--- src/rtl/fetch_stage.sv ---
// Instruction-fetch stage: holds the PC, reads a 1-cycle synchronous ROM and hands {adef, pc, inst} to decode.
// Latency 3 cycles from an accepted next_fetch to IF_over; next_fetch only acts in DONE/HOLD, otherwise the stage stalls in HOLD.
module fetch_stage #(
    parameter logic [31:0] RESET_PC = 32'h0000_0000
) (
    input  logic        clk,
    input  logic        resetn,
    input  logic        next_fetch,
    input  logic        jbr_taken,
    input  logic [31:0] jbr_target,
    input  logic        exc_valid,
    input  logic [31:0] exc_pc,
    output logic [31:0] inst_addr,
    input  logic [31:0] inst,
    output logic        IF_valid,
    output logic        IF_over,
    output logic [64:0] IF_ID_bus,
    output logic [31:0] IF_pc,
    output logic [31:0] IF_inst,
    output logic [1:0]  IF_state
);

    typedef enum logic [1:0] {
        S_FETCH = 2'd0,
        S_WAIT  = 2'd1,
        S_DONE  = 2'd2,
        S_HOLD  = 2'd3
    } state_t;

    state_t      state_q, state_d;
    logic [31:0] pc_q, pc_d;
    logic [31:0] inst_r_q, inst_r_d;
    logic [31:0] pc_r_q, pc_r_d;
    logic        adef_r_q, adef_r_d;

    logic        fetch_accept;
    logic [31:0] pc_seq;
    logic [31:0] pc_next;

    assign fetch_accept = next_fetch && ((state_q == S_DONE) || (state_q == S_HOLD));
    assign pc_seq       = pc_q + 32'd4;

    // Exception/return beats branch, branch beats sequential.
    always_comb begin
        pc_next = pc_seq;
        if (exc_valid) begin
            pc_next = exc_pc;
        end else if (jbr_taken) begin
            pc_next = jbr_target;
        end
    end

    always_comb begin
        state_d  = state_q;
        pc_d     = pc_q;
        inst_r_d = inst_r_q;
        pc_r_d   = pc_r_q;
        adef_r_d = adef_r_q;
        case (state_q)
            S_FETCH: state_d = S_WAIT;
            S_WAIT: begin
                state_d  = S_DONE;
                inst_r_d = inst;
                pc_r_d   = pc_q;
                adef_r_d = (pc_q[1:0] != 2'b00);
            end
            S_DONE:  state_d = next_fetch ? S_FETCH : S_HOLD;
            S_HOLD:  state_d = next_fetch ? S_FETCH : S_HOLD;
            default: state_d = S_FETCH;
        endcase
        if (fetch_accept) begin
            pc_d = pc_next;
        end
    end

    always_ff @(posedge clk or negedge resetn) begin
        if (!resetn) begin
            state_q  <= S_FETCH;
            pc_q     <= RESET_PC;
            inst_r_q <= 32'd0;
            pc_r_q   <= 32'd0;
            adef_r_q <= 1'b0;
        end else begin
            state_q  <= state_d;
            pc_q     <= pc_d;
            inst_r_q <= inst_r_d;
            pc_r_q   <= pc_r_d;
            adef_r_q <= adef_r_d;
        end
    end

    assign inst_addr = pc_q;
    assign IF_valid  = (state_q != S_HOLD);
    assign IF_over   = (state_q == S_DONE);
    assign IF_ID_bus = {adef_r_q, pc_r_q, inst_r_q};
    assign IF_pc     = pc_r_q;
    assign IF_inst   = inst_r_q;
    assign IF_state  = state_q;

endmodule

--- config.mk ---
export PLATFORM = sky130hd
export DESIGN_NAME = fetch_stage
export DESIGN_NICKNAME = d
export VERILOG_FILES = /design/src/rtl/fetch_stage.sv
export SDC_FILE = /design/constraint.sdc
export NUM_CORES = 1
export LEC_CHECK = 0
export CAP_MARGIN = 20
export CORE_MARGIN = 4
export CORE_UTILIZATION = 40
export DETAILED_ROUTE_END_ITERATION = 8
export PLACE_DENSITY = 0.81
export SYNTH_ARGS = -nofsm -noshare
export SYNTH_HDL_FRONTEND = slang
export SYNTH_SLANG_ARGS = --single-unit
--- constraint.sdc ---
create_clock -name clk -period 2.7 [get_ports clk]
set_input_delay 0.81 -clock clk [delete_from_list [all_inputs] [get_ports clk]]
set_output_delay 0.81 -clock clk [all_outputs]
set_load 0.05 [all_outputs]
# Word level (Yosys, flattened, before mapping)
# Index checks and enable logic that the tools add are counted.
# totals
regBits	99
elab_cells	19
out_inout_bits	165
inputBits	101
# classes
mux	4
n_eq_ne	4
addsub	1
reduce_logical	5
# ops
operator	count
$mux 32	2
$add 32x3->32 const B	1
$pmux 2 s3	1
$eq 2x2->1 const B	2
$eq 2x1->1 const B	1
$logic_not 2->1	1
$mux 2	1
$ne 2x2->1 const B	1
$reduce_bool 2->1	1
$reduce_or 2->1	1
$logic_and 1x1->1	1
$logic_or 1x1->1	1

# Logic depth before layout (Yosys ltp)
# Gate-level depths: netlist of the first run.
# depth
ltp_word	3
mapped_depth	7
depth_no_buf	6

# Worst setup path before layout of the first run
# No wires, ideal clock.
# synth_timing
kind	flip-flop to flip-flop
from	reg pc_q[2] (netlist: inst_addr[2])
to	reg pc_q[22] (netlist: inst_addr[22])
required_ps	2613
setup_slack_ps	418
setup_time_ps	87
stages_incl_launch_ff	8
n_path_buf	1
synth_period_minus_slack_ps	2282
arrival_time_ps	2196
path_cell_list	dfrtp_1 -> ha_1 -> nand3_1 -> nor4_1 -> buf_4 -> nand3_1 -> or4_1 -> o211ai_1
# synth_via
elab_chain_cells	3
# synth_lines
item	line_no	text
from (decl)	31	logic [31:0] pc_q, pc_d;
from (signal assigned)	85	pc_q <= pc_d;
$add 32x3->32	41	assign pc_seq = pc_q + 32'd4;
$mux 32	48	end else if (jbr_taken) begin
$mux 32	46	if (exc_valid) begin
# Every way passes these cells.
# A chain may end at the register's enable or synchronous reset.

# Final worst setup path of the first run
# layout_timing
from	reg state_q[1] (netlist: IF_state[1])
to	out IF_state[1]
# layout_rtl
item	line_no	text
from (decl)	30	state_t state_q, state_d;
from (signal assigned)	84	state_q <= state_d;
to (decl)	20	output logic [1:0] IF_state
# No word-level cell between the ends.

==> results.sh, run 1 <==
export IMPL_worst_pin_slew_ns=0.9037
export IMPL_ys_ff_latch=99
export IMPL_drive_above_1_share_pct=16.01
export IMPL_hp_class="input pin to async pin"
export IMPL_drtIter0Drc=405
export IMPL_yosys_warnings=0
export IMPL_rsz0062_at_grt="no"
export IMPL_fin_tns_setup_ns=0
export IMPL_ios=266
export IMPL_syn_area_um2=5199
export IMPL_drv_slew=0
export IMPL_clockRootBuffer="clkbuf_16"
export IMPL_status="finished, final reports clean"
export IMPL_postLayoutCellArea_um2=7961
export IMPL_rows=41
export IMPL_via_per_inst=5.394
export IMPL_skew_ns=0.007055
export IMPL_holdBufCountCts=0
export IMPL_slew_headroom_pct=39.48
export IMPL_grt_pass1_wl_um=25300
export IMPL_antenna_found_initial=0
export IMPL_post_cts_setup_buffer_count=0
export IMPL_endpoint_kind="output pin"
export IMPL_routedWlPerCell_um=18.45
export IMPL_coreArea_um2=12670
export IMPL_period_share_pct=94.56
export IMPL_regArea_um2=2477
export IMPL_multiInputGateArea_um2=2115
export IMPL_grt_max_degree=43
export IMPL_worstPathCellList="clkdlybuf4s50_1"
export IMPL_required_ns=1.89
export IMPL_portBuffers=265
export IMPL_max_freq_mhz=391.7
export IMPL_synth_distinct_cells=45
export IMPL_drcViolationCount=0
export IMPL_async_flop_share_pct=100.0
export IMPL_syn_num_nets=603
export IMPL_cpLargestDelayFamily="buffers and inverters"
export IMPL_nFillCells=1036
export IMPL_critPathSlowestCell="clkdlybuf4s50_1"
export IMPL_synth_ff_type="dfrtp_1"
export IMPL_ff2ff_setup_slack_ns=0.50
export IMPL_synthCells=501
export IMPL_n_antenna_cell=0
export IMPL_slowest_delay_ns=0.88
export IMPL_ant_nets=0
export IMPL_die_height_um=122.0
export IMPL_start_util_pct=41.03
export IMPL_hpwlAfterDp_um=12580
export IMPL_htreeDepth=3
export IMPL_clock_sinks=99
export IMPL_die_x_um=122.0
export IMPL_synth_edf_count=0
export IMPL_dr_total_vias=4768
export IMPL_drt_total_wl_um=16310
export IMPL_syn_area_per_cell_um2=10.38
export IMPL_min_period_ns=2.553
export IMPL_hold_viol=0
export IMPL_grt_pass1_vias=4853
export IMPL_crit_type="register to output pin"
export IMPL_cp_max_fo=7
export IMPL_worstSkewPairLatency_ns=0.34
export IMPL_clock_path_buffers=2
export IMPL_routabilityCongestion=0.8632
export IMPL_nNetsFinal=809
export IMPL_cts_made_buffers=9
export IMPL_max_cap_viol_count=0
export IMPL_cp_start_kind="register"
export IMPL_holdWs_ns=0.4545
export IMPL_crit_buf_inv=1
export IMPL_areaGrowthSynthToFinish_pct=53.14
export IMPL_cts_clk_slew_worst_paths_ns=0.07
export IMPL_arrival_ns=1.74
export IMPL_first_pass_iters=5
export IMPL_grt_total_usage_pct=21.52
export IMPL_place_area_um2=7679
export IMPL_ys_seq_area_share_pct=47.65
export IMPL_grt_overflow=0
export IMPL_final_setup_viol_count=0
export IMPL_dieArea_um2=14890
export IMPL_cts_resized=0
export IMPL_tritoncts="built"
## final cells by class
| type | instances | share of cell area [%] |
|---|---|---|
| Sequential cell | 99 | 31.12 |
| Tap cell | 172 | 2.703 |
| Inverter | 3 | 0.1414 |
| Clock inverter | 3 | 0.2829 |
| Clock buffer | 13 | 3.269 |
| Multi-Input combinational cell | 304 | 26.56 |
| Timing Repair Buffer | 290 | 35.93 |
## sequential cells by signal (all words and copies together) (netlist names)
name       flops
IF_state       2
IF_pc         32
inst_addr     32
adef_r_q       1
IF_inst       32
## cell usage after synthesis (3+ instances only)
library cell  instances  share of area (%)
and3_1                5               0.60
mux2_2               62                 13
nand3_1              26                2.5
nor2b_1               4               0.48
nor3_1                4               0.39
buf_2                 3               0.29
dfrtp_1              99                 48
buf_4                67                9.7
a21oi_1              21                2.0
o21ai_0              34                3.3
a222oi_1              3               0.58
a22oi_1              20                2.9
o311ai_0              6                1.0
buf_1                 7               0.51
a22o_1                3               0.51
inv_1                 3               0.22
clkbuf_1             18                1.3
nor2_1               35                2.5
or4_1                 3               0.43
o211ai_1              6               0.87
and2_1                4               0.48
a31oi_1               6               0.72
mux2i_1               3               0.58
nand2_1              30                2.2
nand4_1               5               0.60
## per-layer routing
metal / share of wire, % / wire, um / track usage (%)
met4: 3.0 / 494 / 9.244
met1: 37 / 6032 / 25.99
met5: 0 / 0 / 0
met3: 9.6 / 1567 / 5.014
met2: 50 / 8212 / 36.77
## cells in the final DEF (no fill, tap or decap), drive strengths merged, types with 4 or more instances in the layout
master | netlist | final
clkbuf | 18 | 13
nand4 | 6 | 6
o311ai | 6 | 6
o211ai | 6 | 6
a31oi | 6 | 6
mux2 | 62 | 62
nor2b | 4 | 4
a22oi | 20 | 20
nor2 | 35 | 35
dfrtp | 99 | 99
buf | 77 | 27
a21oi | 21 | 21
nand3 | 27 | 27
nand2 | 30 | 30
o21ai | 34 | 34
nor3 | 5 | 5
and2 | 4 | 4
clkdlybuf4s50 | 0 | 263
and3 | 6 | 6
## cells by family (layout without fill, tap and decap cells)
logic type,count (synthesis),after routing,share of synthesized area [%]
flip-flops,99,99,47.65
buffers and inverters,98,309,11.99
multiplexers,65,65,14.01
AO/OA/AOI/OAI,107,107,13.19
AND/OR/NAND/NOR,131,131,12.92
adder cells (fa/ha/maj),1,1,0.2406
## through the flow
stage | setup WS [ns] | utilization, % | cells
finish | 0.1468 | 62.83 | 884
global route | 0.07056 | 62.83 | 884
CTS | 0.1089 | 62.83 | 884
detailed placement | -0.01752 | 60.60 | 868
global placement | -0.009384 | 60.60 | 868
floorplan | 0.4176 | - | 501
## path summary, 6_finish.rpt
path	end	depth (start not counted)	start
worst max-delay path	IF_state[1]	1	IF_state[1]$_DFF_PN0_
worst min-delay path	IF_pc[13]$_DFFE_PN0N_	1	resetn
worst max register to register	inst_addr[18]$_DFFE_PN0P_	7	inst_addr[2]$_DFFE_PN0P_
worst min register to register	adef_r_q$_DFFE_PN0N_	2	adef_r_q$_DFFE_PN0N_
max in group asynchronous	IF_pc[21]$_DFFE_PN0N_	2	resetn
min in group clk	adef_r_q$_DFFE_PN0N_	2	adef_r_q$_DFFE_PN0N_
Power of run 1 is not shown: default switching activity piles up to over one toggle a cycle in this logic, so the estimate is an artifact.
==> run 2: changes to the inputs <==
Settings changed: CORE_MARGIN 4 to not set, RECOVER_POWER set to 50.
==> run 2 against run 1 <==
Effect of this change:
- final cell count down 0.34%
- wire length down 6.4%
- non-clock buffer count down 3
- worst setup slack worse by 0.029 ns
- register-to-register slack worse by 0.19 ns
- fmax down 1.1%
- largest cell class unchanged
==> results.sh, run 2 (synthesis gave the netlist of run 1 again) <==
export IMPL_start_util_pct=41.03
export IMPL_fin_tns_setup_ns=0
export IMPL_final_setup_viol_count=0
export IMPL_nNetsFinal=806
export IMPL_min_period_ns=2.582
export IMPL_skew_ns=0.01074
export IMPL_endpoint_kind="output pin"
export IMPL_dr_total_vias=4666
export IMPL_grt_max_degree=62
export IMPL_htreeDepth=3
export IMPL_drcViolationCount=0
export IMPL_routedWlPerCell_um=17.33
export IMPL_slew_headroom_pct=30.32
export IMPL_rows=41
export IMPL_final_cell_mix="clkdlybuf4s50_1, dfrtp_1, mux2_2"
export IMPL_arrival_ns=1.77
export IMPL_portBuffers=265
export IMPL_preCtsSetupSlack_ns=-0.02059
export IMPL_post_cts_setup_buffer_count=0
export IMPL_cts_made_buffers=9
export IMPL_status="finished, final reports clean"
export IMPL_postLayoutCellArea_um2=8000
export IMPL_via_per_inst=5.296
export IMPL_max_freq_mhz=387.3
export IMPL_areaGrowthSynthToFinish_pct=53.89
export IMPL_clockRootBuffer="clkbuf_16"
export IMPL_rsz0062_at_grt="no"
export IMPL_max_cap_viol_count=0
export IMPL_n_antenna_cell=0
export IMPL_clock_sinks=99
export IMPL_hp_class="register to register"
export IMPL_required_ns=1.89
export IMPL_dieArea_um2=13460
export IMPL_hpwlAfterDp_um=11610
export IMPL_coreArea_um2=12670
export IMPL_cts_clk_slew_worst_paths_ns=0.06
export IMPL_die_x_um=116.0
export IMPL_hold_viol=0
export IMPL_drtIter0Drc=344
export IMPL_die_height_um=116.0
export IMPL_drt_total_wl_um=15270
export IMPL_place_area_um2=7671
export IMPL_routabilityCongestion=0.8264
export IMPL_cp_start_kind="register"
export IMPL_grt_total_usage_pct=22.65
export IMPL_grt_pass1_wl_um=23260
export IMPL_crit_type="register to output pin"
export IMPL_grt_pass1_vias=4462
export IMPL_period_share_pct=95.64
export IMPL_fin_ws_ns=0.1178
export IMPL_ant_nets=0
export IMPL_cp_max_fo=7
export IMPL_clock_path_buffers=2
export IMPL_holdBufCountCts=0
export IMPL_drive_above_1_share_pct=15.09
export IMPL_final_common_cell="clkdlybuf4s50_1"
export IMPL_worstSkewPairLatency_ns=0.34
export IMPL_drv_slew=0
export IMPL_tritoncts="built"
export IMPL_ios=266
export IMPL_holdWs_ns=0.4883
export IMPL_antenna_found_initial=0
export IMPL_worst_pin_slew_ns=1.045
export IMPL_grt_overflow=0
export IMPL_first_pass_iters=5
export IMPL_cts_resized=0
run 2: cell types whose count changed in the layout (fill, tap and decap cells not counted), sizes merged:
cell	change
dlygate4sd3	+1
bufinv	+4
inv	+1
clkinvlp	-2
clkbuf	+3
buf	-10
run 2: cell type report:
class,count,area (um2)
sequential,99,2477
fill,985,4671
clock buffer,10,229.0
clock inverter,6,136.4
timing repair buffer,287,2824
tap,172,215.2
multi-input combinational,304,2107
inverter,3,11.26
run 2: path summary, 6_finish.rpt:
check / start / endpoint / slack [ns] / cells after the start
hold / removal: adef_r_q$_DFFE_PN0N_ / adef_r_q$_DFFE_PN0N_ / 0.49 / 2
hold reg to reg: adef_r_q$_DFFE_PN0N_ / adef_r_q$_DFFE_PN0N_ / 0.49 / 2
setup / recovery: IF_state[1]$_DFF_PN0_ / IF_over / 0.12 / 2
setup reg to reg: IF_state[1]$_DFF_PN0_ / IF_inst[21]$_DFFE_PN0N_ / 0.31 / 3
max in group asynchronous: resetn / IF_pc[13]$_DFFE_PN0N_ / 0.58 / 2
min in group asynchronous: resetn / IF_pc[11]$_DFFE_PN0N_ / 0.62 / 1
run 2: layer usage:
layer,GRT usage (%),part of all wire (%),vias to the layer above
li1,-,-,2159
met1,28.41,40,2245
met5,0,0,-
met4,7.692,1.8,0
met3,4.132,7.3,23
met2,39.25,51,239
run 2: per-stage QoR:
| stage | utilization, % | instances |
|---|---|---|
| 3_5_place_dp | 60.54 | 865 |
| 5_1_grt | 63.14 | 881 |
| 6_report | 63.14 | 881 |
| 2_1_floorplan | - | 501 |
| 3_3_place_gp | 60.54 | 865 |
| 4_1_cts | 63.42 | 881 |
run 2: worst max-delay path, cell delays in order, from the launching register on:
cell and delay [ns]:
dfrtp_1 0.48, nor2b_1 0.16, clkdlybuf4s50_1 0.80
Power of run 2 is left out for the same reason.
